$ cat config.mk
export PLATFORM = sky130hd
export DESIGN_NAME = glyph_line_renderer
export DESIGN_NICKNAME = d
export VERILOG_FILES = /design/src/rtl/glyph_line_renderer.sv
export SDC_FILE = /design/constraint.sdc
export NUM_CORES = 1
export LEC_CHECK = 0
export ABC_AREA = 1
export CAP_MARGIN = 5
export CORE_ASPECT_RATIO = 0.6
export CORE_MARGIN = 2
export CORE_UTILIZATION = 45
export CTS_BUF_LIST = sky130_fd_sc_hd__clkbuf_16
export CTS_CLUSTER_DIAMETER = 120
export DETAILED_ROUTE_END_ITERATION = 16
export MAX_ROUTING_LAYER = met4
export PLACE_DENSITY = 0.78
export SYNTH_ARGS = -nofsm -noshare
export SYNTH_HDL_FRONTEND = slang
export SYNTH_SLANG_ARGS = --single-unit
$ cat constraint.sdc
create_clock -name Pixelclock -period 11.4 [get_ports Pixelclock]
set_clock_uncertainty 0.1 [all_clocks]
set_input_delay 2.28 -clock Pixelclock [delete_from_list [all_inputs] [get_ports Pixelclock]]
set_output_delay 2.28 -clock Pixelclock [all_outputs]
set_load 0.01 [all_outputs]
$ cat src/rtl/glyph_line_renderer.sv
// glyph_line_renderer: stores a line of PS/2 set-2 scan codes and renders them
// as a scaled 5x7 font into a registered one-bit pixel mask at (ORIGIN_X, ORIGIN_Y).
// Optional blinking underline cursor enabled by defining GLYPH_CURSOR_EN.
module glyph_line_renderer #(
  parameter int ORIGIN_X     = 320,
  parameter int ORIGIN_Y     = 212,
  parameter int NUM_CHARS    = 8,
  parameter int SCALE_LOG2   = 1,
  parameter int BLINK_FRAMES = 30
) (
  input  logic                           Pixelclock,
  input  logic                           reset,
  input  logic                           check,
  input  logic [7:0]                     character,
  input  logic [9:0]                     X,
  input  logic [9:0]                     Y,
  output logic                           mask,
  output logic [$clog2(NUM_CHARS+1)-1:0] count,
  output logic                           full
);

  localparam int CW = $clog2(NUM_CHARS + 1);
  localparam logic [15:0] LP_OX     = 16'(ORIGIN_X);
  localparam logic [15:0] LP_OY     = 16'(ORIGIN_Y);
  localparam logic [15:0] LP_TEXT_W = 16'(NUM_CHARS * (6 << SCALE_LOG2));
  localparam logic [15:0] LP_TEXT_H = 16'(7 << SCALE_LOG2);

  // Buffer stores a compact glyph id rather than the raw scan code.
  localparam logic [2:0] G_SPACE = 3'd0;
  localparam logic [2:0] G_F     = 3'd1;
  localparam logic [2:0] G_Q     = 3'd2;
  localparam logic [2:0] G_H     = 3'd3;
  localparam logic [2:0] G_X     = 3'd4;

  typedef enum logic [0:0] {ST_IDLE = 1'b0, ST_BREAK = 1'b1} state_t;

  // Returns {supported, glyph id} for a scan code.
  function automatic logic [3:0] decode_code(input logic [7:0] code);
    logic [3:0] r;
    case (code)
      8'h2B:   r = {1'b1, G_F};
      8'h15:   r = {1'b1, G_Q};
      8'h33:   r = {1'b1, G_H};
      8'h22:   r = {1'b1, G_X};
      8'h29:   r = {1'b1, G_SPACE};
      default: r = {1'b0, G_SPACE};
    endcase
    return r;
  endfunction

  // Font ROM: 5-bit row (MSB = leftmost column); rows outside 0..6 are blank.
  function automatic logic [4:0] glyph_row(input logic [2:0] id, input logic [15:0] row);
    logic [4:0] r;
    r = 5'h00;
    if (row < 16'd7) begin
      case ({id, row[2:0]})
        {G_F, 3'd0}: r = 5'h1F;
        {G_F, 3'd1}: r = 5'h10;
        {G_F, 3'd2}: r = 5'h10;
        {G_F, 3'd3}: r = 5'h1E;
        {G_F, 3'd4}: r = 5'h10;
        {G_F, 3'd5}: r = 5'h10;
        {G_F, 3'd6}: r = 5'h10;
        {G_Q, 3'd0}: r = 5'h0E;
        {G_Q, 3'd1}: r = 5'h11;
        {G_Q, 3'd2}: r = 5'h11;
        {G_Q, 3'd3}: r = 5'h11;
        {G_Q, 3'd4}: r = 5'h15;
        {G_Q, 3'd5}: r = 5'h12;
        {G_Q, 3'd6}: r = 5'h0D;
        {G_H, 3'd0}: r = 5'h11;
        {G_H, 3'd1}: r = 5'h11;
        {G_H, 3'd2}: r = 5'h11;
        {G_H, 3'd3}: r = 5'h1F;
        {G_H, 3'd4}: r = 5'h11;
        {G_H, 3'd5}: r = 5'h11;
        {G_H, 3'd6}: r = 5'h11;
        {G_X, 3'd0}: r = 5'h11;
        {G_X, 3'd1}: r = 5'h11;
        {G_X, 3'd2}: r = 5'h0A;
        {G_X, 3'd3}: r = 5'h04;
        {G_X, 3'd4}: r = 5'h0A;
        {G_X, 3'd5}: r = 5'h11;
        {G_X, 3'd6}: r = 5'h11;
        default:     r = 5'h00;
      endcase
    end else begin
      r = 5'h00;
    end
    return r;
  endfunction

  // Selects one font column; column 5 (inter-character gap) is always dark.
  function automatic logic pick_col(input logic [4:0] bits, input logic [15:0] col);
    logic r;
    case (col)
      16'd0:   r = bits[4];
      16'd1:   r = bits[3];
      16'd2:   r = bits[2];
      16'd3:   r = bits[1];
      16'd4:   r = bits[0];
      default: r = 1'b0;
    endcase
    return r;
  endfunction

  state_t          r_state;
  state_t          w_next_state;
  logic [CW-1:0]   r_count;
  logic [2:0]      r_buf [NUM_CHARS];
  logic            r_mask;
  logic [3:0]      w_dec;
  logic            w_wr_en;
  logic            w_bs_en;
  logic            w_clr_en;
  logic [15:0]     w_x16, w_y16, w_rx, w_ry, w_fx, w_fy, w_ci, w_col;
  logic            w_in_x, w_in_text_y, w_text_pix, w_cur_pix;
  logic [2:0]      w_cell_id;

  assign w_dec = decode_code(character);
  assign count = r_count;
  assign full  = (r_count == CW'(NUM_CHARS));
  assign mask  = r_mask;

  // FSM state register.
  always_ff @(posedge Pixelclock) begin
    if (reset) r_state <= ST_IDLE;
    else       r_state <= w_next_state;
  end

  // FSM next state: a 0xF0 prefix makes the following strobe get swallowed.
  always_comb begin
    w_next_state = r_state;
    if (check) begin
      case (r_state)
        ST_IDLE:  w_next_state = (character == 8'hF0) ? ST_BREAK : ST_IDLE;
        ST_BREAK: w_next_state = ST_IDLE;
        default:  w_next_state = ST_IDLE;
      endcase
    end else begin
      w_next_state = r_state;
    end
  end

  // FSM outputs: buffer edit commands, only from IDLE on a strobe.
  always_comb begin
    w_wr_en  = 1'b0;
    w_bs_en  = 1'b0;
    w_clr_en = 1'b0;
    if (check && (r_state == ST_IDLE)) begin
      if (w_dec[3] && !full)                                w_wr_en  = 1'b1;
      else if ((character == 8'h66) && (r_count != CW'(0))) w_bs_en  = 1'b1;
      else if (character == 8'h5A)                          w_clr_en = 1'b1;
      else                                                  w_wr_en  = 1'b0;
    end else begin
      w_wr_en = 1'b0;
    end
  end

  // Character count: append, backspace and clear-line.
  always_ff @(posedge Pixelclock) begin
    if (reset)         r_count <= CW'(0);
    else if (w_clr_en) r_count <= CW'(0);
    else if (w_wr_en)  r_count <= r_count + CW'(1);
    else if (w_bs_en)  r_count <= r_count - CW'(1);
    else               r_count <= r_count;
  end

  // Glyph buffer: entries at or beyond count are kept as space.
  always_ff @(posedge Pixelclock) begin
    for (int i = 0; i < NUM_CHARS; i++) begin
      if (reset || w_clr_en)                         r_buf[i] <= G_SPACE;
      else if (w_wr_en && (r_count == CW'(i)))       r_buf[i] <= w_dec[2:0];
      else if (w_bs_en && (r_count == CW'(i + 1)))   r_buf[i] <= G_SPACE;
      else                                           r_buf[i] <= r_buf[i];
    end
  end

  // Pixel-to-font coordinate mapping; range checks avoid wrap on negative offsets.
  always_comb begin
    w_x16       = {6'd0, X};
    w_y16       = {6'd0, Y};
    w_rx        = w_x16 - LP_OX;
    w_ry        = w_y16 - LP_OY;
    w_in_x      = (w_x16 >= LP_OX) && (w_rx < LP_TEXT_W);
    w_in_text_y = (w_y16 >= LP_OY) && (w_ry < LP_TEXT_H);
    w_fx        = w_rx >> SCALE_LOG2;
    w_fy        = w_ry >> SCALE_LOG2;
    w_ci        = w_fx / 16'd6;
    w_col       = w_fx % 16'd6;
  end

  // Buffer read for the addressed cell (pre-write contents).
  always_comb begin
    w_cell_id = G_SPACE;
    for (int i = 0; i < NUM_CHARS; i++) begin
      if (w_ci == 16'(i)) w_cell_id = r_buf[i];
      else                w_cell_id = w_cell_id;
    end
  end

  assign w_text_pix = w_in_x && w_in_text_y && pick_col(glyph_row(w_cell_id, w_fy), w_col);

`ifdef GLYPH_CURSOR_EN
  localparam logic [15:0] LP_CUR_Y0 = 16'(8 << SCALE_LOG2);
  localparam logic [15:0] LP_CUR_Y1 = 16'(9 << SCALE_LOG2);
  localparam logic [15:0] LP_BLINK  = 16'(BLINK_FRAMES);

  logic [15:0] r_frame_cnt;
  logic        r_phase_vis;

  // Frame counter and blink phase, stepped once per frame at pixel (0,0).
  always_ff @(posedge Pixelclock) begin
    if (reset) begin
      r_frame_cnt <= 16'd0;
      r_phase_vis <= 1'b1;
    end else if ((X == 10'd0) && (Y == 10'd0)) begin
      if (r_frame_cnt == (LP_BLINK - 16'd1)) begin
        r_frame_cnt <= 16'd0;
        r_phase_vis <= ~r_phase_vis;
      end else begin
        r_frame_cnt <= r_frame_cnt + 16'd1;
        r_phase_vis <= r_phase_vis;
      end
    end else begin
      r_frame_cnt <= r_frame_cnt;
      r_phase_vis <= r_phase_vis;
    end
  end

  assign w_cur_pix = r_phase_vis && !full && w_in_x && (w_y16 >= LP_OY) &&
                     (w_ry >= LP_CUR_Y0) && (w_ry < LP_CUR_Y1) &&
                     (w_ci == 16'(r_count)) && (w_col != 16'd5);
`else
  assign w_cur_pix = 1'b0;
`endif

  // Registered mask output: one cycle behind the sampled X,Y.
  always_ff @(posedge Pixelclock) begin
    if (reset) r_mask <= 1'b0;
    else       r_mask <= w_text_pix | w_cur_pix;
  end

endmodule

==> results of run 1 <==
## per-stage QoR
step / hold slack [ps] / instances / instance area, um2 / utilization, % / power (W)
floorplan: 337.6 / 421 / 2904 / - / 0.0002034
detailed placement: 375.3 / 536 / 3331 / 54.02 / 0.0002318
finish: 385.5 / 544 / 3472 / 56.31 / 0.0003549
CTS: 383.5 / 544 / 3472 / 56.31 / 0.0003560
global route: 411.0 / 544 / 3472 / 56.31 / 0.0003759
global placement: 353.1 / 536 / 3331 / 54.02 / 0.0002284
## how the worst max path moves through the flow
stage                     startpoint  endpoint  slack, ps  cells after the start
after floorplan                 X[7]      mask       5970                     36
after global placement          X[6]      mask       5000                     36
after detailed placement        X[6]      mask       4880                     36
after CTS                       X[6]      mask       5150                     36
after global routing            X[6]      mask       4620                     37
final                           X[6]      mask       5140                     37
## worst max-delay path: cells and delay by family
kind,cells,cell delay (ps)
AO/OA/AOI/OAI,4,340
adder cells (fa/ha/maj),1,230
buffers and inverters,5,950
AND/OR/NAND/NOR,27,2560
## Yosys cell counts, types with 3 or more instances
| master | n | area share (%) |
|---|---|---|
| nor3_1 | 12 | 2.1 |
| o311ai_0 | 4 | 1.2 |
| a21oi_1 | 11 | 1.9 |
| nand2_2 | 13 | 2.8 |
| dfxtp_1 | 6 | 4.1 |
| o21ai_2 | 5 | 1.5 |
| o21a_1 | 3 | 0.78 |
| o21ai_1 | 3 | 0.52 |
| edfxtp_1 | 24 | 25 |
| inv_1 | 64 | 8.3 |
| inv_2 | 5 | 0.65 |
| xor2_1 | 3 | 0.90 |
| a311o_1 | 3 | 1.0 |
| nor2_2 | 6 | 1.3 |
| o21ai_0 | 7 | 1.2 |
| nor2_1 | 59 | 7.6 |
| nand2_1 | 98 | 13 |
| nand4_1 | 10 | 2.2 |
| ha_1 | 17 | 7.3 |
| nand2_4 | 4 | 1.6 |
| nand3_1 | 27 | 4.7 |
## power by group through the flow
stage / sequential [W] / clock, W / combinational [W]
floorplan: 0.000126 / 0 / 0.0000778
global placement: 0.000126 / 0 / 0.000102
detailed placement: 0.000126 / 0 / 0.000105
CTS: 0.000124 / 0.000126 / 0.000106
global route: 0.000125 / 0.000131 / 0.000120
finish: 0.000124 / 0.000124 / 0.000107
## flip-flops by register name, summed over array words and instances (netlist names)
register and cells:
mask 1, r_buf 24, count 4, r_state 1
## routing by layer
| metal | up-vias | track usage, % | part of all wire, % |
|---|---|---|---|
| li1 | 1453 | - | - |
| met1 | 1275 | 29.10 | 51 |
| met2 | 74 | 32.63 | 42 |
| met3 | 6 | 4.926 | 5.8 |
| met4 | 0 | 4.006 | 0.66 |
| met5 | - | - | 0 |
## layout make-up
class	count	area, um2
fillers	582	2694
repair buffers	34	340.3
inverters	72	271.5
multi-input cells	316	1773
clock inverters	3	16.27
clock buffers	5	125.1
well taps	84	105.1
flip-flops and latches	30	840.8
## kinds of logic (layout without fill, tap and decap cells)
group	count (synthesis)	count (layout)	share of synthesized area, %
compound gates	50	50	12.58
xor+xnor	3	3	0.9049
fa+ha+maj	17	17	7.324
buf+inv	75	114	9.996
simple gates	246	246	40.24
flops	30	30	28.95
==> impl_results.md, run 1 <==
* Main synth FF type: edfxtp_1
* Arr. time, crit path at roughly 6400 ps
* Hold-fix buffers, CTS at 0
* GPL Wtd Cong at 0.9372
* Mapped Area at 0.002904 mm2
* Mean Syn Cell Area at 6.898 um2
* Depth of the CTS H-tree at 2
* Post-CTS Resized at 0
* Combinational power share at 30.1%
* Clk slew on worst S/H paths at approximately 50 ps
* Global-route wire length before repair at 11,790 um
* Startpoint Class: input pin
* Final Hold Fails at 0
* DR pass1 iterations at 4
* Longest Clk Path Bufs at 2
* Synth Instances at 421
* Synthesis warning total at 0
* Leakage at 1.516 nW
* Top Ports at 37
* FF+latch count, synth at 30
* Setup repair after global routing missed its margin: false
* Total track usage at between 20% and 30%
* Post-CTS Setup Inserts at 0
* Fin crit share at 54.94%
* DRC viols at 0
* PortBufs at 34
* Part of the Yosys area used for sequential elements at 28.95%
* Worst Hold Launch: r_state
* Crit-path slowest cell: clkdlybuf4s50_1
* Width of the die at 107.7 um
* Core Rows at 22
* Vias in the first global route at between 2,000 and 3,000
* Seq pwr share at 35.0%
* R2R Path Start: count[0]
* PD cells at 102.2 mW/mm2
* Clock Sink Count at 30
* Clk root buf: clkbuf_16
* Reg2reg setup slack at 8650 ps
* Hold Crit Class: flop to flop
* Per-cell routed wire length at approximately 13 um
* Post-route setup slack at ~5000 ps
* Worst slew pin tran at 894.5 ps
* Critical path type: input pin to flop
* DRT Wirelength at 6832 um
* Synth Net Count at 469
* CP Max Fanout at 11
* Critical R2R Capture: r_buf[0][0]
* Max-cap violations at 0
* # setup viols final at 0
* CTS buffer count at 5
* Largest net degree at the start of global routing at 15
* CTS tree: built
* N_diodes at 0
* Initial drt markers at approximately 220
* DRT antenna net count at 0
* Chip Height at approximately 66 um
* Synth-to-Final Area Change at 19.56%
* Pre-CTS setup slack at 4885 ps
* Rel. slew slack at 39.58%
* Yosys cell types at 49
* Fmax at between 150 and 200 MHz
* Most frequent CP cell: nand2_1
* Final TNS setup at 0 ps
* Worst EP required at 11,510 ps
* Vias at 2,808
* Avg Vias per Cell at 5.162
* Reg2reg path depth at 7
* Crit. End Element: flop
* Worst-skew pair later-pin latency at around 270 ps
* Async SR Flop Fraction at 0%
* Final Slew Violations at 0
* Clk pwr share at 34.9%
* Internal power consumption at roughly 0.00024 W
* Worst Hold Depth at 2
* Starting Density at between 40% and 50%
* Leading cell type in the layout, fill and taps excluded: nand2_1
* Hold Path End: r_state
* Post-synth EDFFs at 24
* Die area at 0.007133 mm2
* Switching Fraction at 32.36%
* Placed wire-length estimate at 5498 um
* GRT overflow at 0
* Worst vdd ir at 0.00008644 V
* Highest-count cells in the layout ignoring fill and taps: nand2_1 (98), inv_1 (64), nor2_1 (59)
* Initial antenna violation count at 0
* P_sw at between 0.0001 and 0.00015 W
* Layout cells sized above 1 at 11.74%
* Core area at a little over 0.006 mm2
* Fin nets at around 510
* Status: completed
* CP peak stage delay at ~620 ps
* Fin crit period at 6263 ps
(Power assumes the default switching activity.)
==> inputs of run 2 (changes only) <==
Settings changed: PLACE_DENSITY 0.78 to 0.81.
Clock period 11.4 ns to 5.5 ns, I/O delays scaled along.
==> impl_results.md, run 2 (synthesized netlist as in run 1, its figures left out) <==
* GRT overflow at 0 (unchanged)
* Clk slew on worst S/H paths at 50 ps (about the same)
* Highest-count cells in the layout ignoring fill and taps: nand2_1 (98), inv_1 (64), nor2_1 (58) (was nand2_1 (98), inv_1 (64), nor2_1 (59))
* Most frequent CP cell: nand2_1 (unchanged)
* Depth of the CTS H-tree at 2 (unchanged)
* Avg Vias per Cell at 5.255 (was 5.162)
* Vias at 2,864 (was 2,808)
* Width of the die at 107.7 um (unchanged)
* Worst slew pin tran at 885.1 ps (was 894.5 ps)
* # setup viols final at 0 (unchanged)
* PortBufs at 34 (unchanged)
* Die area at 0.007133 mm2 (unchanged)
* Placed insts at 537 (was 536)
* Layout Cells excl Fill at 545 (was 544)
* Max-cap violations at 0 (unchanged)
* Clock Sink Count at 30 (unchanged)
* CTS buffer count at 5 (unchanged)
* Worst vdd ir at 0.0001778 V (was 0.00008644 V)
* DRT Wirelength at 6977 um (was 6832 um)
* Max FFs per register at 24 (unchanged)
* Hold Crit Class: flop to flop (unchanged)
* Worst-skew pair later-pin latency at 280 ps (was 270 ps)
* Post-place instance area at 0.003338 mm2 (was 0.003331 mm2)
* Layout cells sized above 1 at 12.15% (was 11.74%)
* Largest net degree at the start of global routing at 15 (unchanged)
* CTS tree: built (unchanged)
* CP peak stage delay at 490 ps (was 620 ps)
* Clk root buf: clkbuf_16 (unchanged)
* CP Max Fanout at 5 (was 11)
* Crit. End Element: flop (unchanged)
* Initial drt markers at 289 (was 224)
* Starting Density at 47.10% (unchanged)
* Final Util at 56.51% (was 56.31%)
* Vias in the first global route at 2,674 (was 2,591)
* Top Ports at 37 (unchanged)
* Leakage at 1.530 nW (was 1.516 nW)
* Power Total at 0.0007406 W (was 0.0003549 W)
* Longest Clk Path Bufs at 2 (unchanged)
* N_diodes at 0 (unchanged)
* Fmax at just over 200 MHz
* Chip Height at 66.23 um (unchanged)
* Final design instance area without fill at 0.003485 mm2 (was 0.003472 mm2)
* Fin crit share at approximately nine tenths
* Startpoint Class: input pin (unchanged)
* DRC viols at 0 (unchanged)
* GPL Wtd Cong at 0.9305 (was 0.9372)
* Status: completed (unchanged)
* Fin crit period at 4968 ps
* Global-route wire length before repair at 12,040 um (was 11,790 um)
* Hold-fix buffers, CTS at 0 (unchanged)
* Placed wire-length estimate at 5515 um (was 5498 um)
* Final Hold Fails at 0 (unchanged)
* PD cells at 212.5 mW/mm2 (was 102.2 mW/mm2)
* DR pass1 iterations at 8 (was 4)
* Leading cell type in the layout, fill and taps excluded: nand2_1 (unchanged)
* Crit-path slowest cell: clkdlybuf4s50_1 (unchanged)
* Core area at 0.006166 mm2 (unchanged)
* Initial antenna violation count at 0 (unchanged)
* Per-cell routed wire length at 12.80 um (was 12.56 um)
* Synth-to-Final Area Change at 19.99% (was 19.56%)
* Rel. slew slack at 40.24% (was 39.58%)
* Total track usage at 21.34% (was 21.29%)
* Core Rows at 22 (unchanged)
* Critical path type: input pin to flop (unchanged)
* Biggest register: r_buf (unchanged)
* Setup repair after global routing missed its margin: false (unchanged)
* Worst EP required at 5560 ps (was 11,510 ps)
* Arr. time, crit path at 5030 ps (was 6370 ps)
* Final TNS setup at 0 ps (unchanged)
* Fin nets at 508 (was 507)
* DRT antenna net count at 0 (unchanged)
* Final Slew Violations at 0 (unchanged)
==> run 2: worst paths after layout <==
path                            startpoint     endpoint  slack (ps)  cells past startpoint
worst max-delay path                  X[7]         mask         530                     36
worst min-delay path               r_state      r_state         360                      2
worst max register to register    count[0]  r_buf[0][2]        2710                      7
worst min register to register     r_state      r_state         360                      2
==> run 2: area by class of cell <==
type	instances	area, um2
clock inverter	3	16.27
inverter	72	271.5
fill	567	2681
tap	84	105.1
sequential	30	840.8
clock buffer	5	125.1
multi-input combinational	316	1775
timing repair buffer	35	350.3
==> run 2: per-layer routing <==
metal	GRT usage (%)	vias to the layer above	part of all wire (%)
li1	-	1464	-
met1	28.25	1292	48
met2	33.96	97	43
met3	4.236	11	7.3
met4	4.968	0	1.2
met5	-	-	0
==> run 2: critical path: cells and delay by family <==
family                     cells  cell delay [ps]
adders and majority gates      2              400
and+or+nand+nor               24             2130
AOI/OAI and AO/OA              5              630
buffers and inverters          5              750
==> run 2: where the power goes <==
| group | leakage [nW] | internal (W) | switching, W |
|---|---|---|---|
| registers | 0.295 | 0.000252 | 0.00000506 |
| clock network | 0.0672 | 0.000165 | 0.0000973 |
| logic | 1.17 | 0.0000806 | 0.000141 |
==> run 2: stage by stage <==
stage	worst slack (ps)	hold WS [ps]
finish	531.6	363.1
global route	50.03	380.6
CTS	386.0	365.7
detailed placement	111.8	358.7
global placement	334.5	352.7
floorplan	1252	337.6
==> run 2: what timing repair did <==
item	CTS	global route
resized for setup	0	2
setup endpoints to repair	0	1
setup buffers	0	0
==> inputs of run 3 (changes only) <==
Settings changed: SETUP_SLACK_MARGIN set to 0.05.
==> results of run 3 <==
No change in the layout: final DEF, timing and power equal those of run 2.
